--- src/rtl/fir_out_decimator.sv ---
`default_nettype none
// ============================================================================
// fir_out_decimator : FIR output rescale (round-half-up), saturate, decimate,
//                     and buffer kept samples in a valid/ready output FIFO.
// Revision: 1.0
// ============================================================================
module fir_out_decimator #(
  parameter int IN_WIDTH   = 18,
  parameter int OUT_WIDTH  = 8,
  parameter int SHIFT      = 4,
  parameter int DECIM      = 4,
  parameter int FIFO_DEPTH = 4
) (
  input  logic                          clk,
  input  logic                          rst_n,
  input  logic                          in_valid,
  input  logic [IN_WIDTH-1:0]           in_data,
  output logic                          out_valid,
  input  logic                          out_ready,
  output logic [OUT_WIDTH-1:0]          out_data,
  output logic                          sat_flag,
  output logic                          ovf_flag,
  output logic [$clog2(FIFO_DEPTH):0]   fifo_level
);

  localparam int PTR_W = $clog2(FIFO_DEPTH);
  localparam int LVL_W = PTR_W + 1;
  localparam int PH_W  = (DECIM > 1) ? $clog2(DECIM) : 1;
  localparam int SUM_W = IN_WIDTH + 1;

  localparam logic signed [SUM_W-1:0] ROUND   = {{(SUM_W-1){1'b0}}, 1'b1} << (SHIFT-1);
  localparam logic signed [SUM_W-1:0] OUT_MAX = {{(SUM_W-OUT_WIDTH+1){1'b0}}, {(OUT_WIDTH-1){1'b1}}};
  localparam logic signed [SUM_W-1:0] OUT_MIN = {{(SUM_W-OUT_WIDTH+1){1'b1}}, {(OUT_WIDTH-1){1'b0}}};
  localparam logic [PH_W-1:0]         PH_LAST = PH_W'(DECIM - 1);
  localparam logic [LVL_W-1:0]        LVL_FULL = LVL_W'(FIFO_DEPTH);

  logic [PH_W-1:0]      phase_q, phase_d;
  logic                 stg_valid_q, stg_valid_d;
  logic [OUT_WIDTH-1:0] stg_data_q, stg_data_d;
  logic                 sat_q, sat_d;
  logic                 ovf_q, ovf_d;
  logic [OUT_WIDTH-1:0] mem_q [FIFO_DEPTH];
  logic [OUT_WIDTH-1:0] mem_d [FIFO_DEPTH];
  logic [PTR_W-1:0]     rd_ptr_q, rd_ptr_d;
  logic [PTR_W-1:0]     wr_ptr_q, wr_ptr_d;
  logic [LVL_W-1:0]     level_q, level_d;
  logic                 out_valid_q, out_valid_d;
  logic [OUT_WIDTH-1:0] out_data_q, out_data_d;

  logic signed [SUM_W-1:0] w_sum;
  logic signed [SUM_W-1:0] w_shifted;
  logic                    w_clamp_hi, w_clamp_lo, w_keep;
  logic                    w_pop, w_full, w_push;

  always_comb begin
    // One extra bit of headroom keeps the rounding add from wrapping.
    w_sum      = $signed({in_data[IN_WIDTH-1], in_data}) + ROUND;
    w_shifted  = w_sum >>> SHIFT;
    w_clamp_hi = (w_shifted > OUT_MAX);
    w_clamp_lo = (w_shifted < OUT_MIN);
    w_keep     = in_valid && (phase_q == '0);

    phase_d = phase_q;
    if (in_valid) begin
      phase_d = (phase_q == PH_LAST) ? '0 : phase_q + PH_W'(1);
    end

    stg_valid_d = w_keep;
    stg_data_d  = stg_data_q;
    sat_d       = sat_q;
    if (w_keep) begin
      if (w_clamp_hi) begin
        stg_data_d = OUT_MAX[OUT_WIDTH-1:0];
      end else if (w_clamp_lo) begin
        stg_data_d = OUT_MIN[OUT_WIDTH-1:0];
      end else begin
        stg_data_d = w_shifted[OUT_WIDTH-1:0];
      end
      sat_d = sat_q | w_clamp_hi | w_clamp_lo;
    end

    // A pop frees the slot the incoming push needs when the FIFO is full.
    w_pop  = out_valid_q && out_ready;
    w_full = (level_q == LVL_FULL);
    w_push = stg_valid_q && (!w_full || w_pop);
    ovf_d  = ovf_q | (stg_valid_q && w_full && !w_pop);

    mem_d    = mem_q;
    wr_ptr_d = wr_ptr_q;
    rd_ptr_d = rd_ptr_q;
    if (w_push) begin
      mem_d[wr_ptr_q] = stg_data_q;
      wr_ptr_d        = wr_ptr_q + PTR_W'(1);
    end
    if (w_pop) begin
      rd_ptr_d = rd_ptr_q + PTR_W'(1);
    end

    level_d = level_q;
    if (w_push && !w_pop) begin
      level_d = level_q + LVL_W'(1);
    end else if (!w_push && w_pop) begin
      level_d = level_q - LVL_W'(1);
    end

    // The head is registered; it keeps its last value once the FIFO drains.
    out_valid_d = (level_d != '0);
    out_data_d  = out_valid_d ? mem_d[rd_ptr_d] : out_data_q;
  end

  always_ff @(posedge clk) begin
    if (!rst_n) begin
      phase_q     <= '0;
      stg_valid_q <= 1'b0;
      stg_data_q  <= '0;
      sat_q       <= 1'b0;
      ovf_q       <= 1'b0;
      rd_ptr_q    <= '0;
      wr_ptr_q    <= '0;
      level_q     <= '0;
      out_valid_q <= 1'b0;
      out_data_q  <= '0;
    end else begin
      phase_q     <= phase_d;
      stg_valid_q <= stg_valid_d;
      stg_data_q  <= stg_data_d;
      sat_q       <= sat_d;
      ovf_q       <= ovf_d;
      rd_ptr_q    <= rd_ptr_d;
      wr_ptr_q    <= wr_ptr_d;
      level_q     <= level_d;
      out_valid_q <= out_valid_d;
      out_data_q  <= out_data_d;
    end
  end

  always_ff @(posedge clk) begin
    mem_q <= mem_d;
  end

  assign out_valid  = out_valid_q;
  assign out_data   = out_data_q;
  assign sat_flag   = sat_q;
  assign ovf_flag   = ovf_q;
  assign fifo_level = level_q;

endmodule
`default_nettype wire

--- config.mk ---
export PLATFORM = sky130hd
export DESIGN_NAME = fir_out_decimator
export DESIGN_NICKNAME = d
export VERILOG_FILES = /design/src/rtl/fir_out_decimator.sv
export SDC_FILE = /design/constraint.sdc
export NUM_CORES = 1
export LEC_CHECK = 0
export CAP_MARGIN = 20
export CELL_PAD_IN_SITES_DETAIL_PLACEMENT = 1
export CELL_PAD_IN_SITES_GLOBAL_PLACEMENT = 1
export CORE_UTILIZATION = 38
export CTS_CLUSTER_DIAMETER = 120
export DETAILED_ROUTE_END_ITERATION = 16
export PLACE_DENSITY = 0.81
export SETUP_SLACK_MARGIN = 0.2
export SLEW_MARGIN = 40
export SYNTH_ARGS = -nofsm -noshare
export SYNTH_HDL_FRONTEND = slang
export SYNTH_SLANG_ARGS = --single-unit
--- constraint.sdc ---
create_clock -name clk -period 2.6 [get_ports clk]
set_clock_uncertainty 0.1 [all_clocks]
set_input_delay 0.26 -clock clk [delete_from_list [all_inputs] [get_ports clk]]
set_output_delay 0.26 -clock clk [all_outputs]
set_load 0.1 [all_outputs]
==> flow_metrics.tcl, run 1 <==
set metrics [dict create \
    status "complete, no violations" \
    whs_path_depth 1 \
    timing_hold_violations_final 0 \
    dr.pass1.iters 4 \
    hp-start "out_data[6]" \
    p_sw_share_pct 39.93 \
    io_pins 36 \
    cp.required_ps 2740 \
    p_sw_uw 1400 \
    rsz0062_at_grt "no" \
    netlist_area_sq_um 3045 \
    num_vias 2764 \
    tightest_slew_ps 595.7 \
    relSlewSlack_pct 60.10 \
    fin_cells 502 \
    final_cell_mix "dfxtp_1, buf_4, nor2_1, mux2_2" \
    synth_compound_area_share_pct 16.68 \
    h-tree-depth 3 \
    muxShareOfSynthArea_pct 13.52 \
    hold_end "out_data[6]" \
    final_nets 427 \
    leakage_uw 0.001658 \
    antenna_found_initial 0 \
    synth_top_family_by_area "simple AND/OR/NAND/NOR gates" \
    cp_top_family "compound AO/OA/AOI/OAI gates" \
    synthAdderAreaFrac_pct 4.108 \
    core_area_sq_um 7727 \
    rr_startpoint "fifo_level[1]" \
    path_cells "inv_2, ha_1, and4b_1, a41o_1, a21oi_2, a31oi_1, buf_4, and2_1, buf_4, a221o_1" \
    fp-row-count 32 \
    clock-sinks 61 \
    drv_cap 0 \
    crit_arrival_ps 2500 \
    io_buffers 32 \
    hold_buffers 0 \
    cp_max_fo 5 \
    grt_use_total_pct 21.88 \
    wl_per_cell_um 17.28 \
    syn-num-nets 361 \
    synth_top_cell_area_share_pct 40.10 \
    antenna_cells 0 \
    clk_pin_slew_ps 70 \
    synthFlopType "dfxtp_1" \
    place_inst 484 \
    period_needed_ps 2357 \
    die_area_sq_um 8376 \
    grt_pass1_wl_um 14190 \
    root_buffer "clkbuf_8" \
    synth_cell_types 53 \
    yosys-top-cells-area "dfxtp_1, mux2_2, nor2_1" \
    drive_gt1_share_pct 32.50 \
    grt_max_degree 12 \
    intPower_uw 2107 \
    cts_buffer_depth 2 \
    overflow 0 \
    final-max-slew-violation-count 0 \
    powerDensity_nw_per_um2 873.7 \
    ys_ff_latch 61 \
    synthCells 329 \
    cp_common_cell "buf_4" \
    path_buf_inv 3 \
    worst_hold_path_type "reg -> reg" \
    synth_xor_xnor_area_share_pct 2.876 \
    worst_ir_drop_vdd_mv 0.2907 \
    fin_crit_sh_pct 90.65 \
    fp.dieW_um 91.52 \
    routabilityCongestion 0.8833 \
    p_clk_share_pct 25.5 \
    synth_warnings 0 \
    start_util_pct 39.41 \
    async_reset_ff_share_pct 0 \
    ant_nets 0 \
    clock_latency_ps 350 \
    syn_avg_cell_area_sq_um 9.257 \
    layout_commonest_cell "dfxtp_1" \
    p_total_uw 3507 \
    ys_seq_area_share_pct 40.10 \
    max_stage_delay_ps 380 \
    area_growth_pct 31.80 \
    dpl.hpwl_um 5939 \
    grt_pass1_vias 2854 \
    die_h_um 91.52 \
    start_kind "flop" \
    reg2reg_depth 10 \
    finalWirelength_um 8676 \
    critPathCaptureType "flop" \
    seqPwrFrac_pct 35.4 \
    drc 0 \
    vias_per_cell 5.506 \
    power.share.combinational_pct 39.2 \
    cts_tree "done" \
    slowest_stage "dfxtp_4" \
    synth_area_leader_cell "dfxtp_1" \
    synth_enable_flop_cells 0 \
    cts-buffers-inserted 9 \
    regToRegSetupSlack_ps 240 \
    setup_viol 0 \
    r2r-end "out_data[3]" \
    fmax_mhz 424.3 \
    fillers 875 \
    yosys.area_share.simple_pct 18.98 \
    drt_iter0_drc 98 \
    criticalPathCategory "reg -> reg" \
]
flip-flops by register name, indices dropped and copies added (netlist names):
signal       cells
ovf_flag         1
stg_data_q       8
rd_ptr_q         2
out_valid        1
fifo_level       3
wr_ptr_q         2
mem_q           32
sat_flag         1
out_data         8
stg_valid_q      1
phase_q          2
cell usage after synthesis (2+ instances only):
| cell type | count |
|---|---|
| dfxtp_1 | 61 |
| nor2_1 | 48 |
| mux2_2 | 29 |
| nand2_1 | 20 |
| o22ai_1 | 15 |
| inv_1 | 12 |
| a21oi_1 | 11 |
| ha_1 | 10 |
| and2_1 | 8 |
| clkbuf_1 | 8 |
| nand3_1 | 8 |
| nor4_1 | 8 |
| a221o_1 | 7 |
| o221a_1 | 7 |
| buf_2 | 6 |
| nand2b_1 | 6 |
| o21ai_0 | 6 |
| xnor2_1 | 6 |
| a31oi_1 | 4 |
| mux2i_1 | 4 |
| xor2_1 | 4 |
| nand4_1 | 3 |
| o211ai_1 | 3 |
| a2111oi_0 | 2 |
| a311oi_1 | 2 |
| mux4_2 | 2 |
| nor3_1 | 2 |
| or3_1 | 2 |
per-layer routing:
layer / track usage (%) / share of wire, % / wire, um
met1: 26.44 / 45 / 3893
met2: 38.10 / 51 / 4422
met3: 3.853 / 2.2 / 194
met4: 8.995 / 1.9 / 165
met5: 0 / 0 / 0
timing repair:
item                       CTS  global route
setup buffers                0             2
pin swaps                    0             2
setup endpoints to repair    8            15
resized for setup            3            17
power groups by stage:
stage               clock network [uW]  registers, uW  logic (uW)
CTS                                911           1240        1300
finish                             894           1240        1370
detailed placement                   0           1250        1280
global route                       954           1260        1450
global placement                     0           1240        1250
floorplan                            0           1620         538
metrics by stage:
step	TNS (ps)	setup slack [ps]	utilization [%]	hold slack, ps	instance area, sq um
3_3_place_gp	-1459	-118.0	48.07	340.1	3715
5_1_grt	0	182.5	51.94	386.7	4014
3_5_place_dp	-2689	-239.8	48.07	349.5	3715
2_1_floorplan	0	205.2	-	311.5	3104
6_report	0	243.0	51.94	360.2	4014
4_1_cts	0	186.2	50.86	365.6	3930
logic make-up (layout without fill, tap and decap cells):
kind of cell / count (synthesis) / count (layout)
fa+ha+maj: 10 / 10
simple gates: 117 / 117
mux: 35 / 35
buf+inv: 28 / 99
flops: 61 / 61
xor+xnor: 10 / 10
compound gates: 68 / 68
layout make-up:
class,instances,area [sq um],area share [%]
repair buffers,71,581.8,14.50
flip-flops and latches,61,1235,30.77
well taps,102,127.6,3.180
multi-input cells,240,1813,45.17
clock inverters,5,57.56,1.434
clock buffers,11,151.4,3.772
inverters,12,47.55,1.185
how the worst max path moves through the flow:
stage	to	cells after the start	slack, ps	start
floorplan	out_data[6]	9	210	fifo_level[1]
global placement	out_data[4]	9	-120	out_ready
detailed placement	out_data[7]	9	-240	out_ready
CTS	out_data[6]	9	190	fifo_level[0]
global route	out_data[7]	10	180	fifo_level[1]
finish	out_data[3]	10	240	fifo_level[1]
Note: power is estimated with default switching activity, not from simulation.
==> inputs of run 2 (changes only) <==
CELL_PAD_IN_SITES_DETAIL_PLACEMENT = not set   (was 1)
CELL_PAD_IN_SITES_GLOBAL_PLACEMENT = not set   (was 1)
MAX_ROUTING_LAYER = met4   (was not set)
PLACE_DENSITY = 0.67   (was 0.81)
==> run 2 against run 1 <==
Via count shrank 4.3%. Design area shrank 2.5%. Clock power grew 4.0%. Register-to-register slack gained 80 ps. Wire length shrank 19%. Global-route usage shrank 3.2 points. Setup slack gained 25 ps. Largest cell class unchanged. Highest routed layer unchanged.
==> flow_metrics.tcl, run 2 (same netlist as run 1, synthesis figures left out) <==
set metrics [dict create \
    status "complete, no violations" \
    final-max-slew-violation-count 0 \
    largest_reg_flops 32 \
    rsz0062_at_grt "no" \
    relSlewSlack_pct 62.30 \
    cp.required_ps 2730 \
    fin_cells 495 \
    start_util_pct 39.41 \
    drive_gt1_share_pct 29.52 \
    fillers 724 \
    place_inst 479 \
    grt_use_met2_pct 30.58 \
    cts_tree "done" \
    powerDensity_nw_per_um2 868.9 \
    ant_nets 0 \
    vias_per_cell 5.341 \
    drt_iter0_drc 95 \
    critPathCaptureType "flop" \
    grt_util_met1_pct 21.91 \
    grtUsageMet3_pct 3.685 \
    max_stage_delay_ps 490 \
    timing_hold_violations_final 0 \
    clk_pin_slew_ps 70 \
    intPower_uw 2088 \
    finalWirelength_um 7029 \
    start_kind "input port" \
    layout_commonest_cell "dfxtp_1" \
    cts_buffer_depth 2 \
    seqCellArea_sq_um 1235 \
    p_clk_share_pct 27.3 \
    grt_pass1_vias 2555 \
    grt_use_total_pct 18.65 \
    criticalPathCategory "in -> reg" \
    fp.dieW_um 91.52 \
    die_area_sq_um 8376 \
    place_ws_ps -133.7 \
    grt_pass1_wl_um 11990 \
    tightest_slew_ps 562.9 \
    grt_most_used_layer "met2" \
    path_cells "clkdlybuf4s50_1, nand4_2, or3_4, or4b_1, a211oi_2, o21ai_2, o221a_1" \
    worst_hold_path_type "reg -> reg" \
    h-tree-depth 3 \
    die_h_um 91.52 \
    dpl.hpwl_um 5229 \
    antenna_found_initial 0 \
    largest-register "mem_q" \
    dr.pass1.iters 4 \
    antenna_cells 0 \
    final_nets 420 \
    cts-buffers-inserted 9 \
    io_pins 36 \
    root_buffer "clkbuf_8" \
    io_buffers 32 \
    clock-sinks 61 \
    routabilityCongestion 0.9230 \
    core_area_sq_um 7727 \
    leakage_uw 0.001620 \
    fp-row-count 32 \
    drc 0 \
    clock_latency_ps 330 \
    p_sw_share_pct 38.61 \
    overflow 0 \
    wl_per_cell_um 14.20 \
    fin_crit_sh_pct 89.69 \
    cp_max_fo 7 \
    area_growth_pct 28.55 \
    grt_max_degree 14 \
    crit_arrival_ps 2460 \
    multi_input_area_sq_um 1757 \
    power.share.combinational_pct 36.3 \
    p_sw_uw 1313 \
    drv_cap 0 \
    slowest_stage "clkdlybuf4s50_1" \
    hold_buffers 0 \
    worst_ir_drop_vdd_mv 0.3976 \
    setup_viol 0 \
    num_vias 2644 \
    setup_slack_ps 268.0 \
    final_cell_mix "dfxtp_1, nor2_1, buf_4, mux2_2, nand2_1" \
    fmax_mhz 428.8 \
    period_needed_ps 2332 \
    seqPwrFrac_pct 36.3 \
]
## run 2: cell count changes in the layout (fill, tap and decap cells not counted), sizes merged
| cell | change |
|---|---|
| clkbuf | -2 |
| bufinv | +1 |
| clkinv | +1 |
| buf | -7 |
## run 2: path summary, 6_finish.rpt
kind                            slack (ps)             to           from  depth (start not counted)
worst min-delay path                   380       ovf_flag       ovf_flag                          2
worst min register to register         380       ovf_flag       ovf_flag                          2
worst max-delay path                   270  stg_data_q[6]     in_data[6]                          7
worst max register to register         320    out_data[5]  fifo_level[1]                          9
## run 2: timing repair
action / in CTS / in global routing
gates resized for setup: 0 / 6
endpoints found under the hold margin: 0 / 0
setup endpoints to repair: 0 / 15
setup buffers: 0 / 0
## run 2: metrics by stage
stage               area, sq um  hold slack, ps  util, %  setup TNS (ps)  power, uW
floorplan                  3104           311.5        -               0       2156
global placement           3677           355.1    47.59          -633.0       2450
detailed placement         3677           362.8    47.59          -869.7       2479
CTS                        3900           380.0    50.47               0       3407
global route               3915           396.4    50.66               0       3567
finish                     3915           375.9    50.66               0       3402
## run 2: power groups by stage
stage / Combinational, uW / Clock (uW) / Sequential (uW)
floorplan: 538 / 0 / 1620
global placement: 1210 / 0 / 1240
detailed placement: 1220 / 0 / 1250
CTS: 1230 / 945 / 1230
global route: 1320 / 991 / 1260
finish: 1240 / 930 / 1240
## run 2: area by class of cell
class                   count  area share, %
clock buffers               9          3.164
clock inverters             7          2.525
inverters                  12          1.214
multi-input cells         240          44.87
flip-flops and latches     61          31.54
well taps                 102          3.260
repair buffers             64          13.42
## run 2: routing by layer
| layer | part of all wire [%] | routed length (um) | up-vias |
|---|---|---|---|
| met3 | 3.8 | 270 | 16 |
| met1 | 46 | 3202 | 1238 |
| met5 | 0 | 0 | - |
| li1 | - | - | 1331 |
| met2 | 48 | 3399 | 59 |
| met4 | 2.2 | 156 | 0 |
## run 2: critical path: cells and delay by family
kind / cells / cell delay (ps)
buffers and inverters: 1 / 490
AND/OR/NAND/NOR: 3 / 1030
AO/OA/AOI/OAI: 3 / 680
